## src/rtl/cordiv_pkg.sv

```systemverilog
// Shared types and helpers for the bipolar CORDIV divider chain.
// The state enum and bipolar conversion are reused by the divider-side blocks.
package cordiv_pkg;

   typedef enum logic [1:0] {
      ST_IDLE,
      ST_SKIP,
      ST_ACC,
      ST_DONE
   } acc_state_t;

   // Widest window any block in the chain supports; callers cast down to their own width.
   localparam int unsigned MAX_WLOG = 16;

   typedef logic        [MAX_WLOG:0]   ones_max_t;
   typedef logic signed [MAX_WLOG+1:0] bip_max_t;

   // Bipolar value of a window: 2*ones - 2^wlog, exact in wlog+2 bits.
   function automatic bip_max_t bipolar_of(input ones_max_t ones, input int unsigned wlog);
      bip_max_t two_ones;
      bip_max_t offset;
      two_ones = bip_max_t'({ones, 1'b0});
      offset   = bip_max_t'(1) <<< wlog;
      return two_ones - offset;
   endfunction

endpackage

```

## src/rtl/cordiv_bipolar_acc_if.sv

```systemverilog
// Conversion handshake and bitstream bus between a controller and the bipolar accumulator.
interface cordiv_bipolar_acc_if #(
   parameter int unsigned WLOG = 8
);
   logic                 start;
   logic                 in_en;
   logic                 in_bit;
   logic                 busy;
   logic                 done;
   logic [WLOG:0]        ones;
   logic signed [WLOG+1:0] result;

   modport master (
      output start, in_en, in_bit,
      input  busy, done, ones, result
   );

   modport slave (
      input  start, in_en, in_bit,
      output busy, done, ones, result
   );
endinterface

```

## src/rtl/cordiv_win_cnt.sv

```systemverilog
// Clearable, enabled up-counter; last_o flags that the next enabled increment hits TERM.
module cordiv_win_cnt #(
   parameter int unsigned W    = 8,
   parameter int unsigned TERM = 1
) (
   input  logic clk,
   input  logic rst,
   input  logic clr_i,
   input  logic en_i,
   output logic last_o
);

   logic [W-1:0] cnt_q;

   // NOTE: sequential state uses non-blocking assignments so every flop samples pre-edge values.
   always_ff @(posedge clk or posedge rst) begin
      if (rst) begin
         cnt_q <= '0;
      end else if (clr_i) begin
         cnt_q <= '0;
      end else if (en_i) begin
         cnt_q <= cnt_q + W'(1);
      end
   end

   assign last_o = (cnt_q == W'(TERM - 1));

endmodule

```

## src/rtl/cordiv_bipolar_acc.sv

```systemverilog
// Accumulates a 2^WLOG-bit window of the divider's bipolar quotient stream into
// a count of ones and its signed bipolar value, framed by a start/done handshake.
module cordiv_bipolar_acc
   import cordiv_pkg::*;
#(
   parameter int unsigned WLOG = 8,
   parameter int unsigned SKIP = 0
) (
   input  logic                  clk,
   input  logic                  rst,
   cordiv_bipolar_acc_if.slave   bus
);

   localparam int unsigned SKIP_TERM  = (SKIP > 0) ? SKIP : 1;
   localparam int unsigned WIN        = 1 << WLOG;
   localparam acc_state_t  FIRST_ST   = (SKIP > 0) ? ST_SKIP : ST_ACC;

   typedef logic        [WLOG:0]   ones_t;
   typedef logic signed [WLOG+1:0] res_t;

   acc_state_t state_q;
   ones_t      acc_q;
   ones_t      ones_q;
   ones_t      ones_d;
   res_t       result_q;
   logic       busy_q;
   logic       done_q;

   logic start_ok;
   logic skip_en;
   logic win_en;
   logic skip_last;
   logic win_last;

   // A start is only honoured between conversions; while busy it is dropped.
   assign start_ok = bus.start && ((state_q == ST_IDLE) || (state_q == ST_DONE));
   assign skip_en  = (state_q == ST_SKIP) && bus.in_en;
   assign win_en   = (state_q == ST_ACC)  && bus.in_en;
   assign ones_d   = acc_q + {{WLOG{1'b0}}, bus.in_bit};

   cordiv_win_cnt #(
      .W    (8),
      .TERM (SKIP_TERM)
   ) u_skip_cnt (
      .clk    (clk),
      .rst    (rst),
      .clr_i  (start_ok),
      .en_i   (skip_en),
      .last_o (skip_last)
   );

   cordiv_win_cnt #(
      .W    (WLOG + 1),
      .TERM (WIN)
   ) u_win_cnt (
      .clk    (clk),
      .rst    (rst),
      .clr_i  (start_ok),
      .en_i   (win_en),
      .last_o (win_last)
   );

   always_ff @(posedge clk or posedge rst) begin
      if (rst) begin
         state_q  <= ST_IDLE;
         acc_q    <= '0;
         ones_q   <= '0;
         result_q <= '0;
         busy_q   <= 1'b0;
         done_q   <= 1'b0;
      end else begin
         done_q <= 1'b0;
         case (state_q)
            ST_IDLE, ST_DONE: begin
               if (start_ok) begin
                  state_q <= FIRST_ST;
                  acc_q   <= '0;
                  busy_q  <= 1'b1;
               end else begin
                  state_q <= ST_IDLE;
                  busy_q  <= 1'b0;
               end
            end
            ST_SKIP: begin
               if (skip_en && skip_last) begin
                  state_q <= ST_ACC;
               end
            end
            ST_ACC: begin
               if (win_en) begin
                  acc_q <= ones_d;
                  // The final window bit lands straight in the output registers.
                  if (win_last) begin
                     state_q  <= ST_DONE;
                     ones_q   <= ones_d;
                     result_q <= res_t'(bipolar_of(ones_max_t'(ones_d), WLOG));
                     busy_q   <= 1'b0;
                     done_q   <= 1'b1;
                  end
               end
            end
            default: state_q <= ST_IDLE;
         endcase
      end
   end

   assign bus.busy   = busy_q;
   assign bus.done   = done_q;
   assign bus.ones   = ones_q;
   assign bus.result = result_q;

endmodule

```

## src/flat_wrapper.sv

```systemverilog
// flat-port wrapper written by rule: the top's interface ports become plain ports
module cordiv_bipolar_acc_flat import cordiv_pkg::*;
#(
   parameter int unsigned WLOG = 8,
   parameter int unsigned SKIP = 0
)
  (clk, rst, bus_start, bus_in_en, bus_in_bit, bus_busy, bus_done, bus_ones, bus_result);
  cordiv_bipolar_acc_if #(.WLOG(WLOG)) bus_i ();
  input  logic clk;
  input  logic rst;
  input wire logic [$bits(bus_i.start)-1:0] bus_start;
  input wire logic [$bits(bus_i.in_en)-1:0] bus_in_en;
  input wire logic [$bits(bus_i.in_bit)-1:0] bus_in_bit;
  output wire logic [$bits(bus_i.busy)-1:0] bus_busy;
  output wire logic [$bits(bus_i.done)-1:0] bus_done;
  output wire logic [$bits(bus_i.ones)-1:0] bus_ones;
  output wire logic [$bits(bus_i.result)-1:0] bus_result;
  assign bus_i.start = bus_start;
  assign bus_i.in_en = bus_in_en;
  assign bus_i.in_bit = bus_in_bit;
  assign bus_busy = bus_i.busy;
  assign bus_done = bus_i.done;
  assign bus_ones = bus_i.ones;
  assign bus_result = bus_i.result;
  cordiv_bipolar_acc #(.WLOG(WLOG), .SKIP(SKIP)) u_core (.clk(clk), .rst(rst), .bus(bus_i));
endmodule
```

## config.mk

```make
export PLATFORM = sky130hd
export DESIGN_NAME = cordiv_bipolar_acc_flat
export DESIGN_NICKNAME = d
export VERILOG_FILES = /design/src/rtl/cordiv_pkg.sv /design/src/rtl/cordiv_bipolar_acc_if.sv /design/src/rtl/cordiv_win_cnt.sv /design/src/rtl/cordiv_bipolar_acc.sv /design/src/flat_wrapper.sv
export SDC_FILE = /design/constraint.sdc
export NUM_CORES = 1
export LEC_CHECK = 0
export ABC_CLOCK_PERIOD_IN_PS = 3800
export BUFFER_PORTS_ARGS = -buffer_cell sky130_fd_sc_hd__buf_2
export CORE_AREA = 2 2 102 55
export CTS_BUF_LIST = sky130_fd_sc_hd__clkbuf_16
export DETAILED_ROUTE_END_ITERATION = 7
export DIE_AREA = 0 0 104 57
export SYNTH_ARGS = -nofsm -noshare
export SYNTH_HDL_FRONTEND = slang
export SYNTH_SLANG_ARGS = --single-unit
```

## constraint.sdc

```tcl
create_clock -name clk -period 3.8 [get_ports clk]
set_input_delay 0.38 -clock clk [delete_from_list [all_inputs] [get_ports clk]]
set_output_delay 0.38 -clock clk [all_outputs]
set_load 0.005 [all_outputs]
```

Word-level counts from Yosys, hierarchy flattened. Index checks and enable logic that the tools add are counted.

Bits in registers: 49. Input port bits: 5. Word-level logic and storage cells: 54.

Add/sub/neg operators: 4. Eq/ne operators: 8. Multiplexer cells: 19. Reduce and logical (&&, ||, !) cells: 15.

Operators by type and width (number): $mux 9 (4); $pmux 9 s2 (1); $mux 8 (2); $reduce_and 3->1 (4); $sub 10x9->10 const B (1); $add 9x1->9 (1); $add 9x1->9 const B (1); $eq 9x8->1 const B (1); $add 8x1->8 const B (1); $logic_not 8->1 (1); $mux 2 (4); $mux 1 (6); $ne 2x2->1 const B (3); $pmux 2 s3 (1); $reduce_bool 2->1 (3); $eq 2x2->1 const B (2); $logic_and 1x1->1 (4); $eq 2x1->1 const B (1); $logic_not 2->1 (1); $ne 2x1->1 const B (1); $pmux 1 s2 (1); $reduce_or 2->1 (1); $logic_or 1x1->1 (1).

Longest topological paths before layout. Gate-level depths: netlist (run 1).

Depth after elaboration: 5. Depth in mapped cells: 8. Gate-level depth less buffers: 8.

Cells and area by module. A second synthesis (run 1) with hierarchy kept.

Cell total of the unflattened synthesis: 226. Area, all modules: 2174.6 um^2.

Modules (own cells, without submodules): cordiv_bipolar_acc (times used 1, cells an instance 137, area an instance 1286.2 um^2, seq. area each 600.6 um^2); cordiv_win_cnt at u_core.u_win_cnt (times used 1, cells an instance 46, area an instance 454.2 um^2, seq. area each 225.2 um^2); cordiv_win_cnt at u_core.u_skip_cnt (times used 1, cells an instance 43, area an instance 434.2 um^2, seq. area each 200.2 um^2).

Worst setup path after synthesis (run 1). Ideal clock, no wire load.

Path type: flip-flop to flip-flop. From: register u_core.u_win_cnt.cnt_q[0]. To: register u_core.ones_q[0], in the netlist u_core.bus.ones[0]. Library setup time: 0.125 ns. Arrival time: 1.621 ns. Slack: 2.054 ns. Cell stages (with the launch flop): 8. Cell sequence: dfrtp_1 -> ha_1 -> nand3_1 -> nor3_1 -> ha_1 -> nand2_1 -> inv_2 -> mux2_2.

Word-level cells in the longest chain between the ends: 2.

RTL lines: from (decl) (RTL line cordiv_win_cnt.sv:13) `logic [W-1:0] cnt_q;`; from (signal assigned) (RTL line cordiv_win_cnt.sv:22) `cnt_q <= cnt_q + W'(1);`; $eq 9x8->1 (RTL line cordiv_win_cnt.sv:26) `assign last_o = (cnt_q == W'(TERM - 1));`; $reduce_and 3->1 (no source line); to (signal assigned) (RTL line cordiv_bipolar_acc.sv:95) `ones_q <= ones_d;`; to (decl) (RTL line cordiv_bipolar_acc.sv:23) `ones_t ones_q;`.

No other way between the ends. A chain may end at the register's enable or synchronous reset.

Worst setup path in the final report (run 1). Same ends and word-level chain as after synthesis.

==> impl.org, run 1 <==
** Timing
- Static timing analysis puts the maximum clock frequency at roughly 440 MHz.
- Setup violations remaining at the end of the flow were counted as 0.
- Setup slack on the critical path of the routed design comes to roughly 1500 ps.
- The clock period could shrink to between 2000 and 2500 ps.
- Worst-Margin Slew :: 723 ps
- Max Clock Skew :: 4.79 ps
- Final hold vios :: 0
- In the final timing run, aggregate negative setup slack is 0 ps.
- Headroom to the max-slew limit came out at 51.8%.
- Max-slew violation total from the final report :: 0
- Dividing the final minimum period by the clock period gives between 60 and 70%.
- RSZ-0062 raised after global routing :: no

** Placement
- The wire-length estimate of the detail-placed layout is between 3000 and 4000 um.
- Quantity of I/O buffers inserted on ports :: 24
- At the end of routability-driven placement, the weighted congestion stood at a little under 0.8.
- Post-Place Worst Slack :: between 1500 and 2000 ps

** Power
- Maximum VDD drop :: approximately 0.24 mV
- Share of total power in sequential cells :: between 40 and 50%
- Power spread over the standard cell area amounts to ~480 mW/mm2.
- Of the total power, the clock network draws between 40% and 50%.
- Lkg Pwr :: between 1 and 1.5 nW
- Power share of the combinational group :: 10.2%
- Power dissipated by switching net loads :: 285 uW
- Net switching is approximately a quarter of the power.
- The internal power of the cells totals around 910 uW.
- Total power for the finished layout comes to about 1.2 mW.

** Route
- After detailed routing, the number of vias per cell comes to about 5.0.
- For this block, wires on met1 add up to approximately 2700 um.
- After detailed routing, the number of remaining DRC violations is 0.
- Drt wl/cell :: ~14 um
- The detailed router used layers up to and including met4.
- Total wire length after detailed routing :: 4510 um
- After detailed routing, the met2 layer carries approximately 1600 um of wire.
- Remaining number of nets flagged by the antenna check after routing :: 0
- Number of detailed-route iterations in the first pass :: 4
- The final route contains between 1.5k and 2k vias.
- First-iteration detailed-routing DRC count :: between 100 and 150
- Wire segments on met3 add up to 210 um in the final route.

** Final layout
- The number of antenna diodes in the final layout is 0.
- Number of fill cells :: 490
- The final layout contains roughly 260 nets.
- Cells with a size suffix above 1 make up 17.4% of the layout.
- Relative area change from synthesis to final layout :: 14.5%

** Synth
- In the synthesized netlist, the number of instances is around 220.
- The synthesized netlist occupies a cell area of 0.00216 mm2.
- Yosys warns :: 0
- After synthesis, the share of flip-flops with an asynchronous set or reset is between 90% and 100%.
- The share of the Yosys chip area taken by registers is a little under half.
- Post-Syn Area per Cell :: between 9 and 10 um2
- Yosys mapped a number of flops with a built-in enable equal to 0.
- The synthesized design contains just over 40 register bits.
- dfrtp_1 takes more of the synthesized area than any other cell.
- Synthesis instantiated between 40 and 50 different standard cells from the library.
- Ranked by total cell area, the synthesized netlist is headed by dfrtp_1 47%, ha_1 5.2%, nand2_1 4.2%.
- Nets in the synthesized netlist :: ~240
- Summed over its instances, the top area cell type makes up 47.4% of the synthesized netlist area.
- The most used flip-flop cell after synthesis is dfrtp_1.

** Setup path
- Worst endpoint data arrival time :: 2450 ps
- By instance count, the cell type seen most on the critical path is ha_1.
- Startpoint types :: flip-flop
- Highest cell delay on the worst timing path :: about 400 ps
- Data on the critical path is required at its endpoint by between 3000 and 4000 ps.
- Worst-path cell chain :: ha_1, nand3_1, nor3_1, ha_1, nand2_1, inv_2, mux2_2
- The slowest stage of the critical path is the dfrtp_1 cell.
- Setup slack of the most critical reg-to-reg path :: approximately 1500 ps
- The worst setup path is of the reg -> reg kind.
- Launching point of the worst reg2reg path :: u_core.u_win_cnt.cnt_q[0]$_DFFE_PP0P_
- The number of cells on the worst reg-to-reg path is 7.
- End of the worst register-to-register path :: u_core.bus.ones[0]$_DFFE_PP0P_
- Critical-path maximum fanout :: 14
- Sort of element at the end of the critical path :: flip-flop

** Clocking
- Post-cts gate resize count :: 0
- In this run the number of H-tree levels came out at 2.
- TritonCTS built the clock tree.
- At the later pin of the worst-skew pair, clock insertion delay measures ~280 ps.
- The clock passes through at most 2 buffers.
- Inserted Clock Buffers :: 5
- CTS placed an instance of clkbuf_16 at the clock tree root.
- Clock-pin transition on the worst setup and hold timing paths :: roughly 60 ps
- The number of setup buffers added after CTS is 0.
- Hold repair after CTS inserted 0 buffers.
- Clk sink count :: 41

** Min path
- Worst hold path class :: in -> async

** Die
- The die covers roughly 0.0059 mm2.
- Effective utilization at floorplan :: about 42%
- Cell Rows :: 19
- Std-Cell Core Area :: about 0.0051 mm2
- Chip Width :: around 100 um
- Number of top-level pins :: 26
- Die boundary height :: ~57 um

** Global route
- Entering global routing, the biggest net connects 42 pins.
- Total global-route track usage :: between 10% and 20%
- The number of antenna violations at the first check in global routing was 0.
- The first global-routing pass estimated about 7500 um of wire.
- Grt ovf :: 0
- Number of global-route vias before repair :: 1372

** Status
- The flow ran to the end, and the final reports show no timing, DRC or antenna violations.

** Flow run
- Max-cap violations :: 0
==> critical path, delay by kind of cell (launching register included) <==
kind          cells  cell delay [ps]
fa+ha+maj         2              440
buf+inv           1              240
flops             1              410
simple gates      3              730
mux               1              350
==> cell usage after synthesis, drive strengths merged (2+ instances only) <==
| cell type | count |
|---|---|
| mux2 | 3 |
| and4 | 3 |
| ha | 9 |
| buf | 13 |
| nor3b | 2 |
| and3 | 3 |
| xnor2 | 7 |
| nor3 | 4 |
| o31ai | 3 |
| a21oi | 9 |
| clkbuf | 2 |
| a211oi | 2 |
| nor2b | 2 |
| a22o | 3 |
| o21ai | 19 |
| inv | 11 |
| xor2 | 10 |
| nand4 | 5 |
| nor2 | 17 |
| dfrtp | 41 |
| nand2 | 25 |
| and2 | 3 |
| or3 | 5 |
| nand3 | 11 |
==> routing by layer <==
metal | vias to the layer above | GRT usage [%]
met5 | - | 0
met4 | 0 | 4.05
met3 | 5 | 4.46
met2 | 43 | 18.8
met1 | 735 | 28.2
li1 | 800 | -
==> sequential cells by signal, indices dropped and copies added (netlist names) <==
signal / flops
u_core.bus.result: 2
u_core.u_skip_cnt.cnt_q: 8
u_core.u_win_cnt.cnt_q: 9
u_core.bus.ones: 9
u_core.acc_q: 9
u_core.bus.done: 1
u_core.state_q: 2
u_core.bus.busy: 1
==> cells by family after synthesis <==
kind of cell	share of synthesized area [%]
fa+ha+maj	5.20
simple gates	20.2
flops	47.4
compound gates	11.7
buf+inv	6.30
mux	2.20
xor+xnor	6.88
other cells	0.173
==> layout by cell type (no fill, tap or decap), drive strengths merged, types with 3 or more instances in the layout <==
cell type	n
dfrtp	41
nand2	25
buf	25
o21ai	19
nor2	17
nand3	11
inv	11
xor2	10
a21oi	9
ha	9
xnor2	7
nand4	5
clkbuf	5
or3	5
nor3	4
and3	3
o31ai	3
and4	3
a22o	3
and2	3
mux2	3
==> worst max-delay path by stage <==
stage / end / startpoint / slack, ps / cells past startpoint
6_report: u_core.bus.ones[0]$_DFFE_PP0P_ / u_core.u_win_cnt.cnt_q[0]$_DFFE_PP0P_ / 1520 / 7
5_1_grt: u_core.bus.ones[1]$_DFFE_PP0P_ / u_core.u_win_cnt.cnt_q[0]$_DFFE_PP0P_ / 1340 / 7
4_1_cts: u_core.bus.ones[0]$_DFFE_PP0P_ / u_core.u_win_cnt.cnt_q[0]$_DFFE_PP0P_ / 1540 / 7
3_5_place_dp: u_core.bus.ones[0]$_DFFE_PP0P_ / u_core.u_win_cnt.cnt_q[0]$_DFFE_PP0P_ / 1540 / 7
3_3_place_gp: u_core.bus.ones[0]$_DFFE_PP0P_ / u_core.state_q[0]$_DFFE_PP0P_ / 1680 / 6
2_1_floorplan: u_core.bus.ones[0]$_DFFE_PP0P_ / u_core.u_win_cnt.cnt_q[0]$_DFFE_PP0P_ / 2050 / 7
==> power by group through the flow <==
| stage | sequential [mW] | combinational (mW) | clock [mW] |
|---|---|---|---|
| finish | 0.533 | 0.122 | 0.540 |
| global route | 0.540 | 0.142 | 0.571 |
| CTS | 0.531 | 0.124 | 0.549 |
| detailed placement | 0.537 | 0.122 | 0 |
| global placement | 0.537 | 0.123 | 0 |
| floorplan | 0.525 | 0.0973 | 0 |
==> cell type report <==
type | instances | area (um2) | area share [%]
clock buffer | 5 | 125 | 5.05
clock inverter | 3 | 65.1 | 2.62
inverter | 11 | 41.3 | 1.67
multi-input combinational | 157 | 1000 | 40.4
sequential | 41 | 1030 | 41.4
tap | 73 | 91.3 | 3.69
timing repair buffer | 25 | 128 | 5.15
==> per-stage QoR <==
step                util (%)  cells  hold slack [ps]  area [um2]
finish                  48.3    315              221        2480
global placement        44.6    307              472        2290
global route            48.3    315              266        2480
floorplan                  -    224              470        2160
CTS                     48.3    315              245        2480
detailed placement      44.6    307              465        2290
No activity file was read; power rests on OpenSTA's default activity.
==> run 2: changes to the inputs <==
ABC_AREA = 1   (was unset)
ABC_CLOCK_PERIOD_IN_PS = 2300   (was 3800)
clock period = 2.3 ns   (was 3.8 ns; I/O delays follow)
==> run 2 against run 1 <==
Effect of this change: utilization is 0.44 points higher; synthesized cell count is 15% higher; power is 92% higher; critical endpoint is now u_core.bus.result[9]$_DFFE_PP0P_; largest cell class unchanged; largest power group is now registers; highest routed layer unchanged.
==> impl.org, run 2 <==
** Setup path
- Most repeated library cell on the critical path :: nand2_1
- The worst setup path is captured at a flip-flop.
- Traced cell by cell, the critical path runs through ha_1, inv_1, nor3_2, nand2_1, nor2_2, ha_1, inv_1, nor2_8, inv_2, nand2_1, nand2_1, nand2_1, nand2_1.
- Length in cells of the worst reg-to-reg path :: 13 (+6)
- For this design, the slowest cell found on the critical path is dfrtp_1.
- The largest driver fanout on the critical path was 16 (+2).
- Critical path depth in cells :: 13 (+6)
- Startpoint types :: flip-flop
- Grouping stages by cell kind, the critical path spends the most delay in simple AND/OR/NAND/NOR gates.
- Count of buffering cells on the critical path with inverters included :: 3 (+2)
- Critical path type :: reg -> reg
- The data arrival at the endpoint of the critical path came to 2190 ps (-260 ps).
- Highest cell delay on the worst timing path :: 360 ps (-50 ps)
- Data required time of the critical path :: 2480 ps (-1490 ps)

** Synth
- The sequential share of the synthesized area came to 47.0% (-0.35 points).
- By area the synthesized netlist is led by dfrtp_1 47%, nand2_1 12%, inv_1 5.7%.
- The total nets after synthesis is 271 (+14%).
- For this run, the leading register cell type out of synthesis is dfrtp_1.
- Among all cell types in the netlist, the one instantiated most often is nand2_1.
- Number of synthesized register bits :: 41 (unchanged)
- The number of warnings printed during yosys synthesis came to 0 (unchanged).
- Count of flip-flops with a built-in enable after synthesis :: 0 (unchanged)
- Synth cell count leaders :: 68 x nand2_1, 41 x dfrtp_1, 33 x inv_1
- The biggest area contributor in the post-synthesis netlist is dfrtp_1.
- The fraction of registers with async set/reset came to 100% (unchanged).
- The count of mapped cells out of synthesis was 257 (+15%).
- The mean instance size in the synthesized netlist was 8.49 um2 (-12%).
- The post-synthesis cell area is 0.00218 mm2 (+0.75%).
- The number of distinct library cells after synthesis came to 31 (-34%).
- The fraction of post-synthesis cell area in the top cell type by area is 47.0% (-0.35 points).

** Die
- The die outline height came to 57 um (unchanged).
- Chip Width :: 104 um (unchanged)
- The core footprint is 0.00513 mm2 (unchanged).
- The total number of placement rows was 19 (unchanged).
- Number of top-level pins :: 26 (unchanged)
- The initial core utilization came to 42.5% (+0.32 points).
- The die outline area came to 0.00593 mm2 (unchanged).

** Final layout
- Most common library cell in the layout ignoring fill and taps :: nand2_1
- Most frequent cells in the layout :: 68 x nand2_1, 41 x dfrtp_1, 33 x inv_1
- The number of standard cells in the final layout excluding fillers is 354 (+12%).
- Final net count :: 294 (+15%)
- The area growth from synthesis to layout is 14.7%.
- Proportion of layout cells with a drive suffix above 1 :: 19.2% (+1.9 points)
- Number of fill cells :: 510 (+4.1%)
- The total inserted antenna cells came to 0 (unchanged).

** Global route
- The pin count of the biggest net entering global routing is 42 (unchanged).
- First-pass GRT wire length :: 7650 um (+2.4%)
- The number of antenna violations at the first check in global routing came to 0 (unchanged).
- Number of global-route vias before repair :: 1572 (+15%)
- The overall overflow remaining after global route was 0 (unchanged).
- Total global-route track usage :: 16.6% (+0.25 points)

** Clocking
- Worst-skew pair later-pin latency :: 290 ps (about the same)
- Number of H-tree levels :: 2 (unchanged)
- CTS Hold Bufs :: 0 (unchanged)
- The number of buffers created by CTS is 5 (unchanged).
- TritonCTS built the clock tree.
- Bufs on Longest Clock Path :: 2 (unchanged)
- Clk sink count :: 41 (unchanged)
- Clock root buffer :: clkbuf_16
- Number of setup buffers added after CTS :: 0 (unchanged)
- Clock-pin transition on the worst setup and hold timing paths :: 60 ps (about the same)

** Power
- Power per Cell Area :: 920 mW/mm2 (+91%)
- Total Power Consumption :: 2.30 mW (+92%)
- Lkg Pwr :: 1.31 nW (+12%)
- Maximum VDD drop :: 0.372 mV (+57%)

** Min path
- The path class of the tightest hold or removal check is in -> async.

** Timing
- Max Clock Skew :: 7.59 ps (+2.80 ps)
- Period utilisation layout :: 87.6% (+28 points)
- The final sum of negative setup slack is 0 ps (unchanged).
- The slew at the pin closest to its max-slew limit is 524 ps (-199 ps).
- Clock period minus worst slack :: 2010 ps (-266 ps)
- Worst-case setup margin in the final layout :: 285 ps (-1230 ps)
- RSZ-0062 raised after global routing :: no
- The final count of hold timing violations was 0 (unchanged).
- The total of endpoints with negative setup slack in the final report is 0 (unchanged).
- Max-slew violation total from the final report :: 0 (unchanged)
- F_max :: 496 MHz (+13%)
- The worst relative slew slack is 65.1% (+13 points).

** Route
- Routed vias/inst :: 4.54 (-9.6%)
- Number of detailed-route iterations in the first pass :: 6 (+2)
- The iteration-0 DRC count of the detailed router came to 85 (-35%).
- Vias after detailed routing :: 1608 (+1.6%)
- Total wire length after detailed routing :: 4270 um (-5.4%)
- The detailed-route wire length per cell was 12.1 um (-16%).
- DRC viols :: 0 (unchanged)
- The remaining number of nets flagged by the antenna check after routing came to 0 (unchanged).

** Placement
- Placed cell count :: 346 (+13%)
- Quantity of I/O buffers inserted on ports :: 24 (unchanged)
- Final weighted congestion of routability-driven global placement :: 0.741 (-6.7%)
- The worst slack after detailed placement is 176 ps (-1370 ps).
- Half-perimeter wire length after placement :: 3050 um (-4.4%)

** Flow run
- The number of maximum-capacitance violations was 0 (unchanged).

** Status
- Status :: completed
-- run 2: cell types whose count changed in the layout (fill, tap and decap cells not counted), moves of 6 or more --
| cell | previous run | this run |
|---|---|---|
| o21ai_0 | 17 | 6 |
| xor2_1 | 10 | 3 |
| nand2_1 | 24 | 68 |
| nand3_1 | 10 | 19 |
| o22ai_1 | 0 | 6 |
| inv_1 | 10 | 33 |
-- run 2: routing by layer --
metal | global-route usage [%] | wire (um) | vias up | part of all wire [%]
met3 | 5.83 | 198 | 4 | 4.6
met2 | 20.6 | 1540 | 28 | 36
met5 | 0 | 0 | - | 0
met1 | 25.6 | 2490 | 719 | 58
li1 | - | - | 857 | -
met4 | 6.56 | 35 | 0 | 0.82
-- run 2: final cells by class --
class | instances | area, um2 | area share [%]
Multi-Input combinational cell | 169 | 937 | 37.5
Tap cell | 73 | 91.3 | 3.65
Sequential cell | 41 | 1030 | 41.0
Clock inverter | 3 | 41.3 | 1.65
Clock buffer | 5 | 125 | 5.00
Timing Repair Buffer | 27 | 143 | 5.70
Inverter | 36 | 138 | 5.50
-- run 2: path summary, 6_finish.rpt --
| check | endpoint | start | slack (ps) |
|---|---|---|---|
| max | u_core.bus.result[9]$_DFFE_PP0P_ | u_core.u_win_cnt.cnt_q[1]$_DFFE_PP0P_ | 290 |
| min | u_core.u_skip_cnt.cnt_q[5]$_DFFE_PP0P_ | rst | 60 |
| max reg2reg | u_core.bus.result[9]$_DFFE_PP0P_ | u_core.u_win_cnt.cnt_q[1]$_DFFE_PP0P_ | 290 |
| min reg2reg | u_core.bus.result[8]$_DFFE_PP0P_ | u_core.bus.result[8]$_DFFE_PP0P_ | 480 |
| max in group asynchronous | u_core.u_skip_cnt.cnt_q[6]$_DFFE_PP0P_ | rst | 1870 |
| min in group clk | u_core.u_skip_cnt.cnt_q[2]$_DFFE_PP0P_ | bus_in_en | 280 |
-- run 2: stage by stage --
stage          cell area, um2  util (%)  hold slack (ps)
5_1_grt                  2500      48.7              141
6_report                 2500      48.7             63.3
3_3_place_gp             2330      45.3              399
4_1_cts                  2490      48.6             87.4
2_1_floorplan            2180         -              385
3_5_place_dp             2330      45.3              399
-- run 2: repair_timing --
item	in CTS	in global routing
endpoints found under the hold margin	0	0
endpoints found under the setup margin	0	10
gates resized for setup	0	2
-- run 2: cell families (layout without fill, tap and decap cells) --
family          count (synthesis)  in the layout  share of synthesized area, %
compound gates                 34             34                          9.07
buf+inv                        47             71                          10.3
simple gates                  120            120                          26.2
fa+ha+maj                       9              9                          5.16
other cells                     1              1                         0.172
xor+xnor                        5              5                          2.01
flops                          41             41                          47.0
-- run 2: power by group --
part / switching (mW) / internal [mW]
sequential: 0.0939 / 0.833
clock: 0.293 / 0.508
combinational: 0.375 / 0.196
-- run 2: worst min-delay path, stage by stage --
cell   delay [ps]
buf_2          90
inv_1          40
buf_4         430
